--- config.mk ---
export PLATFORM = sky130hd
export DESIGN_NAME = bram_burst_arbiter
export DESIGN_NICKNAME = d
export VERILOG_FILES = /design/src/rtl/bram_burst_arbiter.sv
export SDC_FILE = /design/constraint.sdc
export NUM_CORES = 1
export LEC_CHECK = 0
export ABC_AREA = 1
export CORE_ASPECT_RATIO = 0.6
export CORE_UTILIZATION = 45
export CTS_CLUSTER_SIZE = 20
export DETAILED_ROUTE_END_ITERATION = 10
export PLACE_DENSITY_LB_ADDON = 0.05
export SYNTH_ARGS = -nofsm -noshare
export SYNTH_HDL_FRONTEND = slang
export SYNTH_SLANG_ARGS = --single-unit
--- constraint.sdc ---
create_clock -name clk -period 5.3 [get_ports clk]
set_input_delay 1.06 -clock clk [delete_from_list [all_inputs] [get_ports clk]]
set_output_delay 1.06 -clock clk [all_outputs]
set_load 0.005 [all_outputs]
--- src/rtl/bram_burst_arbiter.sv ---
// bram_burst_arbiter
// Two-requester, burst-granular round-robin arbiter in front of a
// single-port BRAM with one cycle of read latency. The granted requester
// owns the memory for its whole burst. Burst addresses wrap modulo MEM_SIZE.
module bram_burst_arbiter #(
  parameter int DWIDTH   = 16,
  parameter int AWIDTH   = 12,
  parameter int MEM_SIZE = 3840
) (
  input  logic              clk,
  input  logic              reset_n,
  // requester 0
  input  logic              i_req0,
  input  logic              i_we0,
  input  logic [AWIDTH-1:0] i_addr0,
  input  logic [AWIDTH-1:0] i_len0,
  input  logic [DWIDTH-1:0] i_wdata0,
  output logic              o_gnt0,
  output logic              o_done0,
  output logic              o_rvalid0,
  output logic [DWIDTH-1:0] o_rdata0,
  // requester 1
  input  logic              i_req1,
  input  logic              i_we1,
  input  logic [AWIDTH-1:0] i_addr1,
  input  logic [AWIDTH-1:0] i_len1,
  input  logic [DWIDTH-1:0] i_wdata1,
  output logic              o_gnt1,
  output logic              o_done1,
  output logic              o_rvalid1,
  output logic [DWIDTH-1:0] o_rdata1,
  // status
  output logic              o_idle,
  // BRAM port
  output logic [AWIDTH-1:0] addr0,
  output logic              ce0,
  output logic              we0,
  output logic [DWIDTH-1:0] d0,
  input  logic [DWIDTH-1:0] q0
);

  typedef enum logic [1:0] {
    S_IDLE   = 2'd0,
    S_BURST0 = 2'd1,
    S_BURST1 = 2'd2,
    S_DONE   = 2'd3
  } state_t;

  // Last legal address; the wrap point for the running burst address.
  localparam logic [AWIDTH-1:0] ADDR_LAST = AWIDTH'(MEM_SIZE - 1);
  // Compared one bit wider so a MEM_SIZE of exactly 2^AWIDTH still works.
  localparam logic [AWIDTH:0]   SIZE_EXT  = (AWIDTH + 1)'(MEM_SIZE);

  state_t              state_q, state_d;
  logic                last_q, last_d;     // requester served most recently
  logic                owner_q, owner_d;   // requester of the current/just-finished burst
  logic                we_q, we_d;
  logic [AWIDTH-1:0]   addr_q, addr_d;
  logic [AWIDTH-1:0]   len_q, len_d;
  logic [AWIDTH-1:0]   cnt_q, cnt_d;
  logic                rvalid0_q, rvalid0_d;
  logic                rvalid1_q, rvalid1_d;

  // Winner of the current idle-cycle arbitration and its latched request.
  logic                pick;
  logic [AWIDTH-1:0]   pick_addr;
  logic [AWIDTH:0]     pick_addr_ext;
  logic [AWIDTH-1:0]   pick_addr_red;
  logic                in_burst;
  logic                beat;

  // Arbitration: a single request wins outright; a tie goes to the requester
  // that was not served last. Start addresses at or beyond MEM_SIZE are folded
  // back once here so the burst logic only ever sees in-range addresses.
  always_comb begin
    pick          = 1'b0;
    pick_addr     = '0;
    pick_addr_ext = '0;
    pick_addr_red = '0;
    if (i_req0 && i_req1) begin
      pick = ~last_q;
    end else begin
      pick = i_req1;
    end
    pick_addr     = pick ? i_addr1 : i_addr0;
    pick_addr_ext = {1'b0, pick_addr};
    if (pick_addr_ext >= SIZE_EXT) begin
      pick_addr_red = pick_addr - AWIDTH'(MEM_SIZE);
    end else begin
      pick_addr_red = pick_addr;
    end
  end

  // A beat is issued in every burst-state cycle unless the burst is empty.
  always_comb begin
    in_burst = (state_q == S_BURST0) || (state_q == S_BURST1);
    beat     = in_burst && (len_q != '0);
  end

  // Next-state and burst bookkeeping.
  always_comb begin
    state_d   = state_q;
    last_d    = last_q;
    owner_d   = owner_q;
    we_d      = we_q;
    addr_d    = addr_q;
    len_d     = len_q;
    cnt_d     = cnt_q;
    rvalid0_d = 1'b0;
    rvalid1_d = 1'b0;

    unique case (state_q)
      S_IDLE: begin
        if (i_req0 || i_req1) begin
          owner_d = pick;
          last_d  = pick;
          we_d    = pick ? i_we1  : i_we0;
          len_d   = pick ? i_len1 : i_len0;
          addr_d  = pick_addr_red;
          cnt_d   = '0;
          state_d = pick ? S_BURST1 : S_BURST0;
        end
      end

      S_BURST0, S_BURST1: begin
        // An empty burst still spends one cycle here (no beat) so that its
        // done pulse lands two cycles after the sampling cycle.
        if (len_q == '0) begin
          state_d = S_DONE;
        end else begin
          rvalid0_d = (state_q == S_BURST0) && !we_q;
          rvalid1_d = (state_q == S_BURST1) && !we_q;
          cnt_d     = cnt_q + AWIDTH'(1);
          addr_d    = (addr_q == ADDR_LAST) ? '0 : addr_q + AWIDTH'(1);
          if (cnt_q == len_q - AWIDTH'(1)) begin
            state_d = S_DONE;
          end
        end
      end

      S_DONE: begin
        state_d = S_IDLE;
      end

      default: begin
        state_d = S_IDLE;
      end
    endcase
  end

  // State and burst registers; reset leaves requester 0 as first tie winner.
  always_ff @(posedge clk or negedge reset_n) begin
    if (!reset_n) begin
      state_q   <= S_IDLE;
      last_q    <= 1'b1;
      owner_q   <= 1'b0;
      we_q      <= 1'b0;
      addr_q    <= '0;
      len_q     <= '0;
      cnt_q     <= '0;
      rvalid0_q <= 1'b0;
      rvalid1_q <= 1'b0;
    end else begin
      state_q   <= state_d;
      last_q    <= last_d;
      owner_q   <= owner_d;
      we_q      <= we_d;
      addr_q    <= addr_d;
      len_q     <= len_d;
      cnt_q     <= cnt_d;
      rvalid0_q <= rvalid0_d;
      rvalid1_q <= rvalid1_d;
    end
  end

  // Requester-side outputs, all decoded from registered state.
  always_comb begin
    o_gnt0    = beat && (state_q == S_BURST0);
    o_gnt1    = beat && (state_q == S_BURST1);
    o_done0   = (state_q == S_DONE) && !owner_q;
    o_done1   = (state_q == S_DONE) &&  owner_q;
    o_rvalid0 = rvalid0_q;
    o_rvalid1 = rvalid1_q;
    o_rdata0  = rvalid0_q ? q0 : '0;
    o_rdata1  = rvalid1_q ? q0 : '0;
    o_idle    = (state_q == S_IDLE);
  end

  // BRAM port: quiet outside beats; write data taken live from the owner.
  always_comb begin
    ce0   = beat;
    we0   = beat && we_q;
    addr0 = beat ? addr_q : '0;
    d0    = '0;
    if (beat && we_q) begin
      d0 = (state_q == S_BURST1) ? i_wdata1 : i_wdata0;
    end
  end

endmodule

### Word level (Yosys, flattened, before mapping)

Index checks and enable logic that the tools add are counted.

* add/subtract/negate cells: 4
* multipliers: 0
* divide/modulo/power cells: 0
* magnitude comparators: 1
* equal/unequal tests: 8
* shift-type cells: 0
* muxes and demuxes: 26
* bitwise logic cells: 1
* reductions and logical operators: 21

Operators by type and width (count)
* 12-bit 2-to-1 mux: 9
* 16-bit 2-to-1 mux: 4
* 12-bit one-hot mux with 2 select lines: 2
* 12-bit by 1-bit adder with 12-bit output (second input constant): 2
* 12-bit == test: 1
* 12-bit == test (second input constant): 1
* 12-bit >= comparator (second input constant): 1
* 12-bit zero test: 1
* 12-bit nonzero test: 1
* 12-bit by 1-bit subtractor with 12-bit output (second input constant): 1
* 12-bit subtractor (second input constant): 1
* 1-bit logical AND: 9
* 2-bit 2-to-1 mux: 4
* 1-bit 2-to-1 mux: 6
* 2-bit one-hot mux with 3 select lines: 1
* 2-bit == test (second input constant): 2
* 2-bit AND reduction: 2
* 3-bit != test (second input constant): 1
* 3-bit AND reduction: 1
* 2-bit by 1-bit == test with 1-bit output (second input constant): 1
* 1-bit zero test: 2
* 2-bit zero test: 1
* 1-bit logical OR: 2
* 2-bit by 1-bit != test with 1-bit output (second input constant): 1
* 4 further kinds: 4

* register bits after elaboration: 43
* latch bits: 0
* RAM bits: 0
* memory bits (read-only): 0
* input port bits: 102
* memories: 0

### Longest topological paths before layout

Gate-level depths: netlist of the first run.

* depth after elaboration: 7
* gate-level depth with buffers: 15
* mapped depth without buffers: 15

### Least setup slack after synthesis of the first run

Ideal clock, no wire load.

* path kind: register -> output
* start point: reg state_q[0]
* end point: out d0[10]
* arrival: 1.660 ns
* required time: 4.240 ns
* setup slack: 2.580 ns
* stages on the path, launching flop included: 10
* path buffers: 3
* cell sequence: dfrtp_1 inv_1 ha_1 buf_2 nand2_1 buf_6 nor2_1 inv_2 buf_4 a21oi_1

* cells in the longest elaborated chain, start to end: 5
* elaborated cells on any way between the ends: 7
* those cells by class: eq/ne (2); mux (2); reduce/logical (3)

RTL lines
* start: declaration: line 54 `state_t state_q, state_d;`
* start signal: assignment: line 164 `state_q <= state_d;`
* 2-bit by 1-bit == test with 1-bit output / 2-bit == test (equally long branches): line 96 `in_burst = (state_q == S_BURST0) || (state_q == S_BURST1);`
* 1-bit logical OR (*): line 96
* 1-bit logical AND (*): line 97 `beat = in_burst && (len_q != '0);`
* 1-bit logical AND (*)
* net we0: line 37 `output logic we0,`
* 16-bit 2-to-1 mux (*): line 195 `if (beat && we_q) begin`
* end: declaration: line 38 `output logic [DWIDTH-1:0] d0,`

The timed path passes the listed nets; every way through them passes the cells marked *.

### Worst setup path in the final report of the first run

* start point: reg state_q[0]
* end point: out d0[11]

* cells in the longest elaborated chain, start to end: 5
* elaborated cells on any way between the ends: 7
* those cells by class: eq/ne (2); mux (2); reduce/logical (3)

RTL lines (line)
* 2-bit by 1-bit == test with 1-bit output / 2-bit == test (equally long branches): 96, 196
* 1-bit logical OR: 96
* 1-bit logical AND: 97
* 1-bit logical AND: 195
* 16-bit 2-to-1 mux (*): 195

Mark *: on every way between the ends. The rest lies on a longest branch, timed or not.

==> results, run 1 <==
- For this configuration, the core starts out at a cell density of 47.6%.
- The fraction of registers with async set/reset is 100%.
- The routability-driven placement congestion ratio is between 0.9 and 1.
- The total via count after detailed routing is about 4300.
- The fraction of final layout cells sized beyond drive strength 1 is 3.29%.
- The number of top-level design ports is 171.
- The via count of the first global-routing pass was 4059.
- In this run the static leakage power is 2.61 nW.
- Subtracting the final worst setup slack from the clock period gives 4.11 ns.
- The number of cells in the design after placement is about 830.
- The setup path with the least slack is of type flip-flop to primary output.
- Across the VDD grid, the largest voltage drop is just under 0.4 mV.
- Measured in cells, the most critical reg-to-reg path has a length of 7.
- The post-synth net total is between 600 and 700.
- The layout has 590 filler cells.
- The total routed wirelength is 12.9 mm.
- Measured along the x axis, the die boundary spans 116 microns.
- Averaged over all synthesized cells, the footprint is 6.17 sq um.
- The wire length of the first global-routing pass is 20.2 mm.
- The hold path startpoint is we_q.
- The net count reported at finish is 840.
- Entering global routing, the biggest net connects 44 pins.
- The worst-case register-to-register setup slack is 2.33 ns.
- Dividing the detail-routed wire length by the instance count gives 15.5 microns.
- From bottom edge to top edge, the die measures 70.6 microns.
- The number of antenna diodes in the final layout is 0.
- The number of maximum-capacitance violations is 0.
- The tree is rooted in a sky130_fd_sc_hd__clkbuf_16.
- Setup violations remaining at the end of the flow were counted as 0.
- The power density of the placed cells is roughly 500 nW/um^2.
- Synthesis produced a netlist whose cell count is roughly 570.
- The register area share after synthesis is 30.5%.
- The transition time at the pin with the least slew margin is 0.989 ns.
- The tightest hold margin is 0.472 ns.
- The number of buffers inserted by port buffering is 170.
- The mapped netlist covers 3530 sq um.
- The worst-case headroom to the max-slew limit is 34.1%.
- The data arrival time of the critical path is 3.05 ns.
- The terminating pin of the worst hold path is o_rvalid0.
- The number of warnings printed during yosys synthesis is 0.
- Summed over all layers, the global routing overflow is 0.
- The synthesized design contains 43 register bits.
- The maximum fanout along the worst path is 20.
- The cell depth of the worst hold path is 1.
- The die covers approximately 8000 sq um.
- Counting flops with a built-in enable in the synthesized netlist gives 0.
- In this run the critical register-to-register path is launched from state_q[0].
- The element type at the critical path end is a primary output.
- The sequential cell area is roughly 1100 sq um.
- The most common flop cell mapped by yosys is sky130_fd_sc_hd__dfrtp_1.
- The total area of multi-input combinational cells is roughly 2000 sq um.
- The capture instance of the worst register-to-register path is cnt_q[6].
- CTS built an H-tree with a depth of 2.
- The run finished with clean final reports.
- The initialized floorplan defines 24 standard-cell rows.
- The global-route usage over all layers is between 30% and 40%.
- Using the TritonRoute via totals, the vias-per-cell ratio works out to 5.21.
- The critical path startpoint category is a flip-flop.
- The filler-free cell count of the finished design is 834.
- The number of different library cells in the post-synthesis netlist is 37.
- In the final timing run, aggregate negative setup slack is 0 ns.
- The worst path uses 77.6% of the clock period.
- The number of nets with antenna violations after routing is 0.
- The maximum buffer depth of the clock tree is 2.
- After clock tree synthesis, the clock-pin slew on the worst setup and hold paths is 0.06 ns.
- The area added between synthesis and finish is 54.3%.
- The number of buffers added to fix hold violations after cts is 0.
- The highest clock rate is 243 MHz.
- The required arrival time at the worst endpoint is 4.24 ns.
- The clock sink count is 43.
- The number of hold violations in the final report was 0.
- The worst hold-check path type is flip-flop to flip-flop.
- The core area is 7420 sq um.
- Setup repair after global routing left no endpoint under its margin.
- The detailed router finished its first iteration with 277 violations.
- The count of final max-slew check failures is 0.
- The number of instances resized during post-cts repair is 0.
- The clock tree from TritonCTS is yes.
- The later pin in the worst-skew pair is clocked with a latency of about 0.28 ns.
- The clock arrives with 0.00556 ns of skew.
- The DRC violations left is 0.
- The total setup buffers inserted after CTS is 0.
- The CTS buffer count is 5.
- The initial antenna violation count is 0.
- The first TritonRoute pass finished after 5 iterations.
- The final HPWL from detailed placement is 10.2 mm.
[final cells by class]
cell class	count	area share, %
clock buffer	6	2.55
clock inverter	2	0.713
inverter	91	6.28
multi-input combinational	416	36.8
sequential	43	19.8
tap	104	2.39
timing repair buffer	172	31.5
[worst max-delay path by stage]
stage	from	to	slack, ns	cells past startpoint
2_1_floorplan	state_q[0]	d0[10]	2.58	9
3_3_place_gp	state_q[0]	d0[15]	1.64	7
3_5_place_dp	state_q[0]	d0[5]	1.49	7
4_1_cts	state_q[0]	d0[5]	1.17	7
5_1_grt	state_q[0]	d0[7]	0.91	7
6_report	state_q[0]	d0[11]	1.19	7
[layer usage]
metal  wire, microns  GRT usage, %  part of all wire (%)  vias up
met3            1470          7.97                    11       12
li1                -             -                     -     2109
met1            5750          45.7                    45     1994
met4             134          6.70                   1.0        0
met2            5540          48.5                    43      232
met5               0             0                     0        -
[report_power, final]
part / internal, W / total, W / leakage (nW) / switching (W)
clock: 0.000237 / 0.000370 / 0.0875 / 0.000133
combinational: 0.000734 / 0.00176 / 1.98 / 0.00102
sequential: 0.000468 / 0.000620 / 0.543 / 0.000152
total: 0.00144 / 0.00275 / 2.61 / 0.00131
[cells in the mapped netlist, types with 2 or more instances]
cell type                  count  share of area, %
sky130_fd_sc_hd__ha_1          9               3.2
sky130_fd_sc_hd__nand3_2       2              0.57
sky130_fd_sc_hd__a31oi_1       3              0.53
sky130_fd_sc_hd__nand2_1     169                18
sky130_fd_sc_hd__o31ai_1       3              0.64
sky130_fd_sc_hd__buf_4         3              0.64
sky130_fd_sc_hd__xnor2_1       4              0.99
sky130_fd_sc_hd__o21ai_0      41               5.8
sky130_fd_sc_hd__inv_1        89               9.5
sky130_fd_sc_hd__a21oi_1      25               3.5
sky130_fd_sc_hd__or2_2         2              0.35
sky130_fd_sc_hd__nand2_2       2              0.35
sky130_fd_sc_hd__dfrtp_1      42                30
sky130_fd_sc_hd__clkbuf_1     15               1.6
sky130_fd_sc_hd__nand3b_1      2              0.43
sky130_fd_sc_hd__o22ai_1      17               3.0
sky130_fd_sc_hd__nor2_2        2              0.35
sky130_fd_sc_hd__nand3_1      23               3.3
sky130_fd_sc_hd__nor2_1       72               7.7
sky130_fd_sc_hd__nor3_1       10               1.4
sky130_fd_sc_hd__buf_2         3              0.43
sky130_fd_sc_hd__o21ai_1       5              0.71
sky130_fd_sc_hd__xor2_1       12               3.0
sky130_fd_sc_hd__nand4_1       4              0.71
[critical path, cell delays in order (launching register included)]
cell and delay, ns:
sky130_fd_sc_hd__dfrtp_1 0.40, sky130_fd_sc_hd__inv_1 0.10, sky130_fd_sc_hd__ha_1 0.51, sky130_fd_sc_hd__nand2_1 0.54
sky130_fd_sc_hd__nor2_1 0.33, sky130_fd_sc_hd__inv_2 0.17, sky130_fd_sc_hd__a21oi_1 0.17, sky130_fd_sc_hd__clkdlybuf4s50_1 0.53
[sequential cells by signal (all words and copies together) (netlist names)]
signal	flops
o_rvalid1	1
o_rvalid0	1
last_q	1
we_q	1
cnt_q	12
len_q	12
owner_q	1
state_q	2
addr_q	12
[cells by family after synthesis]
| logic type | after synthesis | synth area share (%) |
|---|---|---|
| adder cells (fa/ha/maj) | 9 | 3.19 |
| flip-flops | 43 | 30.5 |
| buffers and inverters | 113 | 12.7 |
| XOR/XNOR | 16 | 3.97 |
| AO/OA/AOI/OAI | 100 | 15.9 |
| AND/OR/NAND/NOR | 291 | 33.7 |
[cells in the final DEF, fill, tap and decap left out, types with 4 or more instances in the layout]
master / instances
sky130_fd_sc_hd__a21oi_1: 25
sky130_fd_sc_hd__clkbuf_16: 5
sky130_fd_sc_hd__clkdlybuf4s50_1: 169
sky130_fd_sc_hd__dfrtp_1: 42
sky130_fd_sc_hd__ha_1: 9
sky130_fd_sc_hd__inv_1: 89
sky130_fd_sc_hd__nand2_1: 169
sky130_fd_sc_hd__nand3_1: 23
sky130_fd_sc_hd__nand4_1: 4
sky130_fd_sc_hd__nor2_1: 72
sky130_fd_sc_hd__nor3_1: 10
sky130_fd_sc_hd__o21ai_0: 41
sky130_fd_sc_hd__o21ai_1: 5
sky130_fd_sc_hd__o22ai_1: 17
sky130_fd_sc_hd__xnor2_1: 4
sky130_fd_sc_hd__xor2_1: 12
[per-stage QoR]
step	util [%]	setup WS (ns)	total power (W)	instance area, sq um
finish	73.4	1.19	0.00275	5440
detailed placement	71.0	1.49	0.00235	5260
global placement	71.0	1.64	0.00228	5260
CTS	73.4	1.17	0.00272	5440
global route	73.4	0.908	0.00299	5440
floorplan	-	2.58	0.00167	3530
Note: power is estimated with default switching activity, not from simulation.
==> run 2, diff against run 1 <==
--- a/config.mk
+++ b/config.mk
@@ -7,7 +7,7 @@
 export LEC_CHECK = 0
 export ABC_AREA = 1
 export CORE_ASPECT_RATIO = 0.6
-export CORE_UTILIZATION = 45
+export CORE_UTILIZATION = 38
 export CTS_CLUSTER_SIZE = 20
 export DETAILED_ROUTE_END_ITERATION = 10
 export PLACE_DENSITY_LB_ADDON = 0.05
==> constraint.sdc (replaced) <==
create_clock -name clk -period 3.35 [get_ports clk]
set_input_delay 0.67 -clock clk [delete_from_list [all_inputs] [get_ports clk]]
set_output_delay 0.67 -clock clk [all_outputs]
set_load 0.005 [all_outputs]
==> run 2 against run 1 <==
Design area grew 0.92%. Highest routed layer unchanged. Non-clock buffer count up 6. Clock skew grew 0.00093 ns. Sequential power grew 55%. Combinational power rose by 60%. Critical endpoint is now d0[3]. Critical path depth up 3. Cell count is 1.7% higher. Clock power grew 55%. Global-route usage down 6.3 points. First-iteration DRC count grew 20%. Die area rose by 18%. Setup slack got worse by 0.89 ns.
==> results, run 2 (synthesis results as in run 1) <==
- The flow ran to the end, and the final reports show no timing, DRC or antenna violations.
- The top cell types in the final layout, fill and taps aside, are sky130_fd_sc_hd__nand2_1, sky130_fd_sc_hd__clkdlybuf4s50_1, sky130_fd_sc_hd__inv_1.
- The analysis attributes to cell leakage a power of 2.64 nW.
- For the worst setup path, the data required time is 2.68 ns.
- The total via count after detailed routing is 4203.
- Once the clock tree was built, the setup fixing pass inserted 0 buffers.
- The number of maximum-capacitance violations is 0.
- The tightest hold margin is 0.479 ns.
- The cell family contributing the most delay on the critical path is buffers and inverters.
- The worst stage delay on the critical path is between 0.5 and 0.6 ns.
- The kind of critical path is flip-flop to primary output.
- After detailed routing, the number of remaining DRC violations is 0.
- Walking the worst path, the cells encountered are inv_1 > ha_1 > nand3_2 > nor2_2 > nand2_1 > nand2_1 > nor2_1 > inv_2 > a21oi_1 > clkdlybuf4s50_1.
- The fraction of final layout cells sized beyond drive strength 1 is 4.21%.
- Counting both buffers and inverters, the worst setup path holds a total of 3.
- The HPWL after detailed placement is between 9 and 10 mm.
- The clock insertion delay at the later pin of the skew report is 0.29 ns.
- Data on the critical path arrives at its endpoint at 2.38 ns.
- The floorplan row count is 26.
- The number of failing setup endpoints in the final timing report is 0.
- The met1 track demand over resource is 36.8%.
- The detail-routed via count per cell is 4.96.
- The net count reported at finish is 846.
- The initial cell density of the core is 40.3%.
- The worst ir drop on vdd is 0.603 mV.
- The die covers 9680 sq um.
- The number of hold violations in the final report was 0.
- The worst setup path is launched from a flip-flop.
- Along the worst path, the maximum fanout reaches 16.
- The initial antenna violation count is 0.
- The minimum clock period is ~3.0 ns.
- The number of optimization iterations in the first detailed-route pass is 5.
- CTS placed an instance of sky130_fd_sc_hd__clkbuf_16 at the clock tree root.
- For this design the ratio of total power to cell area is ~790 nW/um^2.
- Wires add up to 12.0 mm.
- The leftover overflow at the end of global routing is 0.
- The global-route usage over all layers is roughly a quarter.
- The chip width is 126 microns.
- TritonCTS built the clock tree.
- STA classifies the critical path endpoint as a primary output.
- Pin placement for this block handled roughly 170 I/O pins.
- The via count of the first global-routing pass is 3829.
- CTS built an H-tree with a depth of 2.
- The height of the die is 76.6 microns.
- Headroom to the max-slew limit came out at 32.5%.
- The global routing stage identified its most utilized layer as met2.
- For met3 alone, demand over resource in global routing was 4.49%.
- Setup repair after global routing left no endpoint under its margin.
- The cell with the largest stage delay on the worst path is sky130_fd_sc_hd__clkdlybuf4s50_1.
- The final critical path takes up between 90% and 100% of the cycle.
- The number of antenna diodes in the final layout is 0.
- In this design, the critical path's most frequently occurring cell is sky130_fd_sc_hd__nand2_1.
- The core area is 8750 sq um.
- In the final routed layout, each cell accounts on average for 14.2 microns.
- The count of final max-slew check failures is 0.
- In this run the worst hold path is classified as flip-flop to flip-flop.
- From synthesis to final layout, the design area changed by 55.7%.
- The maximum buffer depth of the clock tree is 2.
- The routing usage on met2 is 40.3%.
- The layout filler cell count is 843.
- Static timing analysis puts the maximum clock frequency at 328 MHz.
- Setup total negative slack on the finished layout was measured at 0 ns.
- Routability-driven placement finished with a final weighted congestion of 0.925.
- The wire length of the first global-routing pass is 19.7 mm.
- The maximum number of pins on one net before global-route repair is 44.
- After clock tree synthesis, the clock-pin slew on the worst setup and hold paths is 0.06 ns.
- The transition time at the pin with the least slew margin is 1.01 ns.
- The largest registers in the layout are addr_q: 12 flops, cnt_q: 12 flops, len_q: 12 flops.
- Clock skew on the completed layout was measured at 0.00649 ns.
- For this block, the initial DRC count from the detailed router was 333.
- Once detail routing completed, the nets flagged for antenna violations numbered 0.
- The number of buffers inserted by port buffering is 170.
- Buffers inserted during clock tree synthesis total 5.
- The clock sink count is between 40 and 50.
-- run 2: power breakdown --
group | internal, W | switching (W) | leakage (nW)
clock | 0.000352 | 0.000220 | 0.0838
sequential | 0.000740 | 0.000220 | 0.543
combinational | 0.00119 | 0.00162 | 2.01
-- run 2: worst register-to-register path: cells and delay by family (launching register included) --
| family | cells | cell delay [ns] |
|---|---|---|
| compound gates | 2 | 0.86 |
| fa+ha+maj | 1 | 0.32 |
| buf+inv | 3 | 0.57 |
| flops | 1 | 0.40 |
| simple gates | 3 | 0.45 |
-- run 2: repair_timing --
item                       in CTS  in global routing
gates resized for setup         0                  1
hold buffers                    0                  0
setup endpoints to repair       0                  2
-- run 2: path summary, 6_finish.rpt --
check,from,to,slack (ns),cells past startpoint
worst max-delay path,len_q[0],d0[3],0.30,10
worst min-delay path,last_q,last_q,0.48,2
worst max register to register,state_q[0],cnt_q[5],0.64,9
worst min register to register,last_q,last_q,0.48,2
max in group asynchronous,reset_n,addr_q[8],2.17,1
min in group asynchronous,reset_n,len_q[1],0.53,1
-- run 2: cell type report --
| class | instances | area (sq um) | share of cell area (%) |
|---|---|---|---|
| clock buffers | 5 | 125 | 2.28 |
| clock inverters | 3 | 43.8 | 0.797 |
| multi-input cells | 416 | 2000 | 36.5 |
| well taps | 112 | 140 | 2.55 |
| inverters | 91 | 345 | 6.29 |
| flip-flops and latches | 43 | 1080 | 19.6 |
| repair buffers | 178 | 1760 | 32.0 |
-- run 2: per-layer routing --
metal | share of wire (%) | vias up
met2 | 44 | 143
met4 | 0.61 | 0
li1 | - | 2127
met3 | 6.7 | 9
met5 | 0 | -
met1 | 49 | 1924
-- run 2: stage by stage --
step / worst slack [ns] / instance area [sq um] / power [W] / cells / utilization, %
floorplan: 1.02 / 3530 / 0.00264 / 572 / -
global placement: 0.572 / 5320 / 0.00367 / 840 / 60.8
detailed placement: 0.436 / 5320 / 0.00374 / 840 / 60.8
CTS: 0.193 / 5490 / 0.00434 / 848 / 62.7
global route: 0.0577 / 5490 / 0.00474 / 848 / 62.8
finish: 0.300 / 5490 / 0.00434 / 848 / 62.8
==> run 3, diff against run 2 <==
--- a/config.mk
+++ b/config.mk
@@ -10,6 +10,7 @@
 export CORE_UTILIZATION = 38
 export CTS_CLUSTER_SIZE = 20
 export DETAILED_ROUTE_END_ITERATION = 10
+export GPL_TIMING_DRIVEN = 0
 export PLACE_DENSITY_LB_ADDON = 0.05
 export SYNTH_ARGS = -nofsm -noshare
 export SYNTH_HDL_FRONTEND = slang
==> run 3 against run 2 <==
Total power up 2.1%. Cell count increased by 1.8%. Design area is 1.3% higher. Combinational power increased by 7.1%. Highest routed layer unchanged. Hold slack got worse by 0.20 ns. First-iteration DRC count increased by 4.5%. Clock power is 12% lower. Critical path depth increased by 2.
==> results, run 3 (synthesis results as in run 1) <==
- For this design, the CTS-stage hold fixing added 0 buffers.
- Data arrives at the worst endpoint at 2.51 ns.
- The number of hold violations in the final report is 0.
- For this run the aggregate overflow at the end of global routing stands at 0.
- Max-cap violations in this run came to 0.
- The transition time at the pin with the least slew margin is 0.588 ns.
- The power density of the placed cells is 797 nW/um^2.
- The commonest non-fill, non-tap cell in the layout is sky130_fd_sc_hd__nand2_1.
- The maximum number of pins on one net before global-route repair is 32.
- The via count of the first global-routing pass is ~4100.
- The count of final max-slew check failures was 0.
- The H-tree was split into 2 levels.
- Once detail routing completed, the nets flagged for antenna violations numbered 0.
- The height of the die is 76.6 microns.
- In the final design database the tool counted 862 nets.
- Pin placement for this block handled 171 I/O pins.
- The highest clock rate is around 310 MHz.
- The critical path startpoint category is a flip-flop.
- The number of diodes is 0.
- The first global-routing pass estimated between 20 and 25 mm of wire.
- Routability-driven placement finished with a final weighted congestion of 0.921.
- On the final layout, the worst hold slack is 0.277 ns.
- After routing, the total negative slack on setup checks comes to 0 ns.
- The total via count after detailed routing is 4283.
- The post-CTS clock slew at the launch and capture registers of the worst setup and hold paths is 0.06 ns.
- The core area is 8750 sq um.
- The chip width is 126 microns.
- The die covers 9680 sq um.
- The critical path is of the flip-flop to primary output type.
- The initial antenna violation count is 0.
- In this run the tightest slew margin relative to its limit is 60.8%.
- Leaving out fill and tap cells, the most frequent cells in the layout are sky130_fd_sc_hd__nand2_1, sky130_fd_sc_hd__clkdlybuf4s50_1, sky130_fd_sc_hd__inv_1.
- After legalization and detailed placement, the total HPWL measured 10.2 mm.
- The total routed wirelength is 12.5 mm.
- The final critical path takes up 94.8% of the cycle.
- The minimum clock period is 3.18 ns.
- The worst-case IR drop observed on VDD is 0.382 mV.
- The worst hold-check path type is primary input to async pin.
- The clock passes through at most 2 buffers.
- The clock insertion delay at the later pin of the skew report is 0.29 ns.
- Setup violations remaining at the end of the flow were counted as 0.
- The area added between synthesis and finish is 57.7%.
- The final worst-path setup slack is 0.174 ns.
- The clock skew is 0.00379 ns.
- For this run, design rule violations remaining after detail routing come to 0.
- The library cell used as clock root buffer is sky130_fd_sc_hd__clkbuf_16.
- The floorplan row count is 26.
- Setup repair after global routing left no endpoint under its margin.
- For this configuration, the core starts out at a cell density of 40.3%.
- The tree built by TritonCTS fans out to 43 sinks.
- The worst-case register-to-register setup slack is roughly 0.83 ns.
- For this design the static power due to leakage is approximately 2.7 nW.
- The average wire per standard cell is between 10 and 15 microns.
- The required arrival time at the worst endpoint is 2.68 ns.
- TritonCTS built the clock tree.
- The total power of the final layout is 0.00443 W.
- In the final layout, the share of cells above drive strength 1 is 4.79%.
- The CTS buffer count is 5.
- The first routing iteration left between 300 and 400 violations.
- In this run the tool buffered the top-level ports with 170 buffer cells.
- In this run the worst path has a maximum fanout of 10.
- The run finished with clean final reports.
- Global routing used a little over a quarter of the available tracks across all layers.
- After detailed routing, the number of vias per cell comes to approximately 5.0.
- The number of optimization iterations in the first detailed-route pass is 7.
- Before CTS, the worst setup slack after placement is 0.196 ns.
- The worst setup path is captured at a primary output.
- The largest registers in the layout are addr_q: 12 flops, cnt_q: 12 flops, len_q: 12 flops.
## run 3: cell types whose count changed in the layout (fill, tap and decap cells not counted), sizes merged
cell,before,now
bufinv,1,0
clkinvlp,1,0
buf,9,11
clkbuf,5,20
dlymetal6s2s,0,2
clkdlybuf4s50,169,167
## run 3: metal layers
metal  GRT usage (%)  wire length (microns)  vias up
li1                -                      -     2155
met1            38.5                   6070     1924
met2            40.8                   5230      190
met3            5.90                   1090       14
met4            6.14                    130        0
met5               0                      0        -
## run 3: what timing repair did
action                     in CTS  in global routing
resized for setup               2                  9
cloned                          0                  0
setup buffers                   0                  2
setup endpoints to repair       8                 13
hold endpoints to repair        0                  0
## run 3: path summary, 6_finish.rpt
| path | startpoint | endpoint | cells after the start |
|---|---|---|---|
| setup reg to reg | last_q | addr_q[8] | 15 |
| max in group asynchronous | reset_n | last_q | 2 |
| min in group clk | we_q | o_rvalid0 | 1 |
| hold reg to reg | we_q | o_rvalid0 | 1 |
| setup / recovery | len_q[0] | d0[13] | 12 |
| hold / removal | reset_n | len_q[2] | 1 |
## run 3: worst max-delay path: stages, from the launching register on
cell and delay, ns:
sky130_fd_sc_hd__dfrtp_1 0.42, sky130_fd_sc_hd__inv_2 0.11, sky130_fd_sc_hd__ha_2 0.21, sky130_fd_sc_hd__nand3_2 0.14
sky130_fd_sc_hd__nor2_2 0.14, sky130_fd_sc_hd__nand2_1 0.07, sky130_fd_sc_hd__nand2_1 0.10, sky130_fd_sc_hd__buf_6 0.16
sky130_fd_sc_hd__nor2_2 0.06, sky130_fd_sc_hd__inv_2 0.13, sky130_fd_sc_hd__buf_6 0.16, sky130_fd_sc_hd__a21oi_1 0.05
sky130_fd_sc_hd__clkdlybuf4s50_1 0.46
## run 3: per-stage QoR
step           std cells  util [%]  area [sq um]
2_1_floorplan        572         -          3530
3_3_place_gp         854      61.4          5370
3_5_place_dp         855      61.5          5380
4_1_cts              862      63.2          5530
5_1_grt              863      63.6          5560
6_report             863      63.6          5560
## run 3: cell type report
class	count	area, sq um
Sequential cell	43	1080
Clock inverter	1	5.00
Inverter	91	343
Tap cell	112	140
Fill cell	817	3190
Buffer	21	113
Timing Repair Buffer	173	1740
Multi-Input combinational cell	416	2010
Clock buffer	6	139
## run 3: power breakdown
part / switching, W / total (W) / internal, W
Clock: 0.000212 / 0.000503 / 0.000292
Sequential: 0.000182 / 0.000923 / 0.000741
Combinational: 0.00172 / 0.00301 / 0.00129
Total: 0.00211 / 0.00443 / 0.00232
